### config.mk
export PLATFORM = sky130hd
export DESIGN_NAME = dmem_dma
export DESIGN_NICKNAME = d
export VERILOG_FILES = /design/src/rtl/dmem_dma.sv
export SDC_FILE = /design/constraint.sdc
export NUM_CORES = 1
export LEC_CHECK = 0
export CORE_MARGIN = 2
export CORE_UTILIZATION = 49
export DETAILED_ROUTE_END_ITERATION = 12
export PLACE_DENSITY = 0.85
export SYNTH_ARGS = -nofsm -noshare
export SYNTH_HDL_FRONTEND = slang
export SYNTH_SLANG_ARGS = --single-unit
### constraint.sdc
create_clock -name CLK -period 9.6 [get_ports CLK]
set_input_delay 1.92 -clock CLK [delete_from_list [all_inputs] [get_ports CLK]]
set_output_delay 1.92 -clock CLK [all_outputs]
set_load 0.01 [all_outputs]
### src/rtl/dmem_dma.sv
// Block-copy DMA master for the word-addressed data memory (combinational read, clocked write).
// Copies LEN words SRC->DST with memmove semantics, one READ and one WRITE cycle per word.
module dmem_dma #(
  parameter int unsigned SIZE = 32,
  parameter int unsigned AW   = 6
) (
  input  logic            CLK,
  input  logic            RST,
  input  logic            START,
  input  logic [AW-1:0]   SRC,
  input  logic [AW-1:0]   DST,
  input  logic [AW:0]     LEN,
  input  logic [SIZE-1:0] RD,
  output logic [AW-1:0]   A,
  output logic            WE,
  output logic [SIZE-1:0] WD,
  output logic            BUSY,
  output logic            DONE,
  output logic            ERR
);

  localparam int unsigned DEPTH = 2 ** AW;
  localparam logic [AW+1:0] DepthX = (AW+2)'(DEPTH);

  typedef enum logic [2:0] {StIdle, StRead, StWrite, StFin, StFault} state_e;

  state_e          state_q, state_d;
  logic [AW-1:0]   src_q, src_d;
  logic [AW-1:0]   dst_q, dst_d;
  logic [AW:0]     cnt_q, cnt_d;
  logic            back_q, back_d;
  logic [SIZE-1:0] hold_q, hold_d;

  logic [AW+1:0] src_end, dst_end;
  logic          range_err, backward;
  logic [AW-1:0] src_last, dst_last;

  // Extended-width sums so LEN=DEPTH near the top of memory cannot alias.
  assign src_end   = {2'b00, SRC} + {1'b0, LEN};
  assign dst_end   = {2'b00, DST} + {1'b0, LEN};
  assign range_err = (src_end > DepthX) || (dst_end > DepthX);
  assign backward  = (DST > SRC) && ({2'b00, DST} < src_end);
  // Modulo-2^AW arithmetic; only reached for in-range transfers, where it is exact.
  assign src_last  = SRC + LEN[AW-1:0] - AW'(1);
  assign dst_last  = DST + LEN[AW-1:0] - AW'(1);

  always_ff @(posedge CLK) begin
    if (RST) begin
      state_q <= StIdle;
      src_q   <= '0;
      dst_q   <= '0;
      cnt_q   <= '0;
      back_q  <= 1'b0;
      hold_q  <= '0;
    end else begin
      state_q <= state_d;
      src_q   <= src_d;
      dst_q   <= dst_d;
      cnt_q   <= cnt_d;
      back_q  <= back_d;
      hold_q  <= hold_d;
    end
  end

  always_comb begin
    state_d = state_q;
    src_d   = src_q;
    dst_d   = dst_q;
    cnt_d   = cnt_q;
    back_d  = back_q;
    hold_d  = hold_q;
    unique case (state_q)
      StIdle: begin
        if (START) begin
          if (range_err) begin
            state_d = StFault;
          end else if (LEN == '0) begin
            state_d = StFin;
          end else begin
            back_d  = backward;
            src_d   = backward ? src_last : SRC;
            dst_d   = backward ? dst_last : DST;
            cnt_d   = LEN;
            state_d = StRead;
          end
        end
      end
      StRead: begin
        hold_d  = RD;
        state_d = StWrite;
      end
      StWrite: begin
        src_d   = back_q ? src_q - AW'(1) : src_q + AW'(1);
        dst_d   = back_q ? dst_q - AW'(1) : dst_q + AW'(1);
        cnt_d   = cnt_q - (AW+1)'(1);
        state_d = (cnt_q == (AW+1)'(1)) ? StFin : StRead;
      end
      StFin:   state_d = StIdle;
      StFault: state_d = StIdle;
      default: state_d = StIdle;
    endcase
  end

  always_comb begin
    A = '0;
    unique case (state_q)
      StRead:  A = src_q;
      StWrite: A = dst_q;
      default: A = '0;
    endcase
  end

  assign WE   = (state_q == StWrite);
  assign WD   = hold_q;
  assign BUSY = (state_q == StRead) || (state_q == StWrite);
  assign DONE = (state_q == StFin);
  assign ERR  = (state_q == StFault);

endmodule

# [Yosys cells after proc, flatten, opt, wreduce, memory -nomap -nowiden]
# Cells that the tools add are included.
[word_totals] output_inout_bits=42 inputBits=54 register_bits=55 elab_cells=61
[op_classes] n_mux=22 magnitude_cmp=4 addsub=11 n_eq_ne=8 bitwise_logic=2 reduce_logical=8
[op_table] op="$mux W6" n=10
[op_table] op="$pmux W6 S2" n=3
[op_table] op="$sub A6 B1 Y6 const B" n=4
[op_table] op="$mux W7" n=3
[op_table] op="$add A6 B7 Y8" n=2
[op_table] op="$gt A8 B7 Y1 const B" n=2
[op_table] op="$pmux W7 S2" n=1
[op_table] op="$add A6 B1 Y6 const B" n=2
[op_table] op="$add A6 B6 Y6" n=2
[op_table] op="$pmux W3 S3" n=1
[op_table] op="$lt A6 B8 Y1" n=1
[op_table] op="$reduce_and A4 Y1" n=2
[op_table] op="$eq A7 B1 Y1 const B" n=1
[op_table] op="$logic_not A7 Y1" n=1
[op_table] op="$sub A7 B1 Y7 const B" n=1
[op_table] op="$eq A3 B2 Y1 const B" n=2
[op_table] op="$gt A6 B6 Y1" n=1
[op_table] op="$mux W3" n=2
[op_table] op="$ne A2 B2 Y1 const B" n=3
[op_table] op="$mux W2" n=2
[op_table] op="$eq A3 B1 Y1 const B" n=1
[op_table] op="$eq A3 B3 Y1 const B" n=1
[op_table] op="$logic_not A3 Y1" n=1
[op_table] op="$logic_or A1 B1 Y1" n=2
[op_table] op="other kinds (3)" n=4

# [Longest topological paths before layout]
[depth] depth_word=8 ltp_mapped=17 ltp_nobuf=15

# [Worst setup path after synthesis]
# No wires, ideal clock.
[synth_path] path_type="in2reg" from="in SRC[0]" to="reg dst_q[0]" cell_stages=14 arrival_ns=4.644 setup_time_ns=0.058 n_path_buf=1 setup_slack_ns=4.898 cell_sequence="ha_1 fa_1 a211o_1 o21ai_1 xnor2_1 inv_1 ha_1 o2111ai_1 a21o_1 o21a_1 buf_6 mux2_4 a221oi_2 o21a_1"
[synth_between] elab_chain_len=8 word_cells_on_any_way=13 classes_between="1 x add/sub; 3 x order compare; 1 x eq/ne; 5 x mux; 3 x reduce/logical"
[synth_rtl] item="from (decl)" line_no="10" rtl="input logic [AW-1:0] SRC,"
[synth_rtl] item="$add A6 B7 Y8" line_no="39" rtl="assign src_end = {2'b00, SRC} + {1'b0, LEN};"
[synth_rtl] item="$lt A6 B8 Y1" line_no="42" rtl="assign backward = (DST > SRC) && ({2'b00, DST} < src_end);"
[synth_rtl] item="$logic_and A1 B1 Y1" line_no="42"
[synth_rtl] item="$mux W6" line_no="82" rtl="dst_d = backward ? dst_last : DST;"
[synth_rtl] item="$mux W6" line_no="77" rtl="end else if (LEN == '0) begin"
[synth_rtl] item="$mux W6" line_no="75" rtl="if (range_err) begin"
[synth_rtl] item="$mux W6" line_no="74" rtl="if (START) begin"
[synth_rtl] item="$pmux W6 S2" line_no="72" rtl="unique case (state_q)"
[synth_rtl] item="to (signal assigned)" line_no="58" rtl="dst_q <= dst_d;"
[synth_rtl] item="to (decl)" line_no="29" rtl="logic [AW-1:0] dst_q, dst_d;"
# Parallel ways exist; a longest one is shown, timed or not. The select of a mux whose other input is x is not followed.
# A chain may end at the register's enable or synchronous reset.

# [Worst setup path in the final report]
[layout_path] from="in LEN[1]" to="reg dst_q[0]"
[layout_between] elab_chain_len=8 word_cells_on_any_way=16 classes_between="2 x add/sub; 3 x order compare; 2 x eq/ne; 5 x mux; 4 x reduce/logical"
[layout_rtl] item="from (decl)" line_no="12" rtl="input logic [AW:0] LEN,"
[layout_rtl] item="$add A6 B7 Y8" line_no="39"
[layout_rtl] item="$lt A6 B8 Y1" line_no="42"
[layout_rtl] item="$logic_and A1 B1 Y1" line_no="42"
[layout_rtl] item="$mux W6" line_no="82"
[layout_rtl] item="$mux W6" line_no="77"
[layout_rtl] item="$mux W6" line_no="75"
[layout_rtl] item="$mux W6" line_no="74"
[layout_rtl] item="$pmux W6 S2" line_no="72"
# Parallel ways exist; a longest one is shown, timed or not. The select of a mux whose other input is x is not followed.

==> results_dict.tcl <==
set metrics [dict create \
    power_mw 0.574 \
    layout_min_cycle_time_ns 5.51 \
    power_density_nw_per_um2 107 \
    avgSynthCellArea_um2 7.96 \
    antenna_left 0 \
    cts_max_path_buffers 2 \
    place_ws_ns 3.83 \
    die_h_um 97.4 \
    max-cap-violations 0 \
    clock_sinks 55 \
    endpoint_kind "register" \
    first_global_vias 3987 \
    postCtsSetupBuffers 0 \
    power_switching_share_pct 33.7 \
    clock_tree.root_cell "clkbuf_8" \
    status "finished, final reports clean" \
    cts_resized 0 \
    multi_input_area_um2 2830 \
    start_kind "primary input" \
    synth_edf_count 0 \
    fin_skew_ns 0.0119 \
    start_util_pct 49.7 \
    viasPerCell 5.70 \
    ys_seq_elements 55 \
    antenna_cells 0 \
    crit_fanout 15 \
    ioPinCount 96 \
    cts_max_level 2 \
    layout-drive-gt1-share_pct 3.24 \
    switching_power_mw 0.193 \
    cts_buffers 5 \
    yosys-top-cells-count "nand2_1 (74), a21oi_1 (59), inv_1 (57)" \
    power.share.clock_pct 22.8 \
    die_w_um 97.4 \
    hold_depth 2 \
    dr.first_iter.drc_count 218 \
    ys_warn_count 0 \
    min_path_type "reg -> reg" \
    final_cell_area_um2 5340 \
    fin_nets 727 \
    placed_cell_area_um2 5250 \
    cts_tree "built" \
    synth.largest_area_cell "dfxtp_1" \
    core_area_um2 8590 \
    power_frac_comb_pct 34.6 \
    reg2reg_depth 8 \
    grt_start_max_net_pins 68 \
    hold_violations 0 \
    finalCritPeriodShare_pct 57.4 \
    regArea_um2 1100 \
    nFillCells 758 \
    async_reset_ff_share_pct 0 \
    rsz0062_at_grt "false" \
    ys_seq_area_share_pct 25.8 \
    antenna_found_initial 0 \
    synth_cells 537 \
    grtUsageTotal_pct 23.8 \
    fp.dieArea_um2 9480 \
    layout_setup_ws_ns 4.09 \
    num_rows 34 \
    drc 0 \
    p_seq_share_pct 42.5 \
    ir_drop_mv 0.0669 \
    postCtsHoldBufs 0 \
    wl_um 11500 \
    dpl.hpwl_um 9010 \
    fmax_ghz 0.182 \
    clock_latency_ns 0.31 \
    timing.setup.tns_ns 0 \
    grt_overflow_total 0 \
    synth_ff_type "dfxtp_1" \
    gp_congestion 0.930 \
    numPortBuffers 95 \
    synth_area_leaders "dfxtp_1 (26%), ha_1 (15%), a21oi_1 (6.9%)" \
    routedWlPerCell_um 15.9 \
    crit_arrival_ns 5.76 \
    p_leak_nw 2.20 \
    synth.cell_area_um2 4270 \
    finalSetupViolCount 0 \
    cp.required_ns 9.85 \
    vias 4135 \
    synth_top_area_share_pct 25.8 \
    area_delta_synth_final_pct 25.0 \
    synth.most_common_cell "nand2_1" \
    drt_pass1_iterations 4 \
    critPathKind "in -> reg" \
    grt_pass1_wl_um 19000 \
    yosysUniqueCellTypes 58 \
    finalMaxSlewViolations 0 \
    worst_slew_pin_slew_ns 0.757 \
    p_int_mw 0.381 \
    syn_nets 648 \
    max-slew-margin-rel_pct 49.6 \
    clk_pin_slew_ns 0.10 \
]
-- worst paths after layout --
path                from  endpoint  slack (ns)
hold / removal    WD[21]    WD[21]        0.46
setup reg to reg  back_q  src_q[5]        7.35
setup / recovery  LEN[1]  dst_q[0]        4.09
hold reg to reg   WD[21]    WD[21]        0.46
-- flip-flops by register name, indices dropped and copies added (netlist names) --
signal / flops
dst_q: 6
src_q: 6
back_q: 1
WD: 32
state_q: 3
cnt_q: 7
-- layout make-up --
cell class	count	area share [%]
clock inverters	2	0.304
flip-flops and latches	55	20.6
multi-input cells	398	52.9
clock buffers	6	1.36
inverters	57	4.00
repair buffers	99	18.3
well taps	108	2.53
-- critical path: stages --
cell	delay [ns]
clkdlybuf4s50_1	0.62
inv_1	0.14
ha_1	0.33
a211o_1	0.34
a21oi_1	0.29
o21bai_1	0.12
xnor2_1	0.14
ha_1	0.31
a21oi_1	0.16
a21o_1	0.16
o21a_1	0.51
mux2_4	0.35
a221oi_2	0.22
o21a_1	0.14
-- layout by cell type, fill, tap and decap left out, drive strengths merged, types with 3 or more instances in the layout --
| cell | synthesis | routed |
|---|---|---|
| o211ai | 5 | 5 |
| nor2 | 28 | 28 |
| nor4b | 3 | 3 |
| ha | 51 | 51 |
| buf | 6 | 5 |
| a21o | 14 | 14 |
| clkbuf | 21 | 6 |
| a311oi | 3 | 3 |
| a211oi | 8 | 8 |
| o21ai | 15 | 15 |
| mux2i | 8 | 8 |
| fa | 6 | 6 |
| o21bai | 3 | 3 |
| nand2 | 75 | 75 |
| xor2 | 13 | 13 |
| a221oi | 4 | 4 |
| inv | 57 | 58 |
| nor4 | 4 | 4 |
| o22ai | 3 | 3 |
| nand2b | 3 | 3 |
| a21oi | 60 | 60 |
| o21a | 10 | 10 |
| dfxtp | 55 | 55 |
| nor3 | 10 | 10 |
| o221a | 3 | 3 |
| xnor2 | 15 | 15 |
| clkdlybuf4s50 | 0 | 94 |
| a22o | 4 | 4 |
| o311ai | 4 | 4 |
| nor3b | 5 | 5 |
| nand3 | 9 | 9 |
| nand4b | 3 | 3 |
| a31o | 3 | 3 |
-- cell families (layout without fill, tap and decap cells) --
group / count (synthesis) / count (layout) / share of synthesized area (%)
AOI/OAI and AO/OA: 152 / 152 / 24.0
xor gates and xnor gates: 28 / 28 / 5.74
adders and majority gates: 57 / 57 / 17.7
buffers and inverters: 84 / 164 / 8.05
DFF: 55 / 55 / 25.8
muxes: 9 / 9 / 2.23
and+or+nand+nor: 152 / 152 / 16.5
-- metal layers --
layer	track usage (%)	vias to the layer above	share of wire (%)
met2	42.3	150	50
li1	-	2031	-
met1	30.2	1933	43
met3	3.17	21	5.4
met5	0	-	0
met4	6.84	0	2.0
-- metrics by stage --
stage	utilization, %	hold WS [ns]	cells
2_1_floorplan	-	0.466	537
5_1_grt	62.2	0.478	725
6_report	62.2	0.459	725
3_5_place_dp	61.1	0.447	717
4_1_cts	62.2	0.462	725
3_3_place_gp	61.1	0.441	717
-- power by group through the flow --
stage | clock [mW] | combinational [mW] | sequential (mW)
6_report | 0.131 | 0.199 | 0.244
5_1_grt | 0.146 | 0.219 | 0.245
4_1_cts | 0.134 | 0.197 | 0.244
3_5_place_dp | 0 | 0.196 | 0.249
3_3_place_gp | 0 | 0.189 | 0.248
2_1_floorplan | 0 | 0.133 | 0.248
Power figures use the tool's default switching activity.
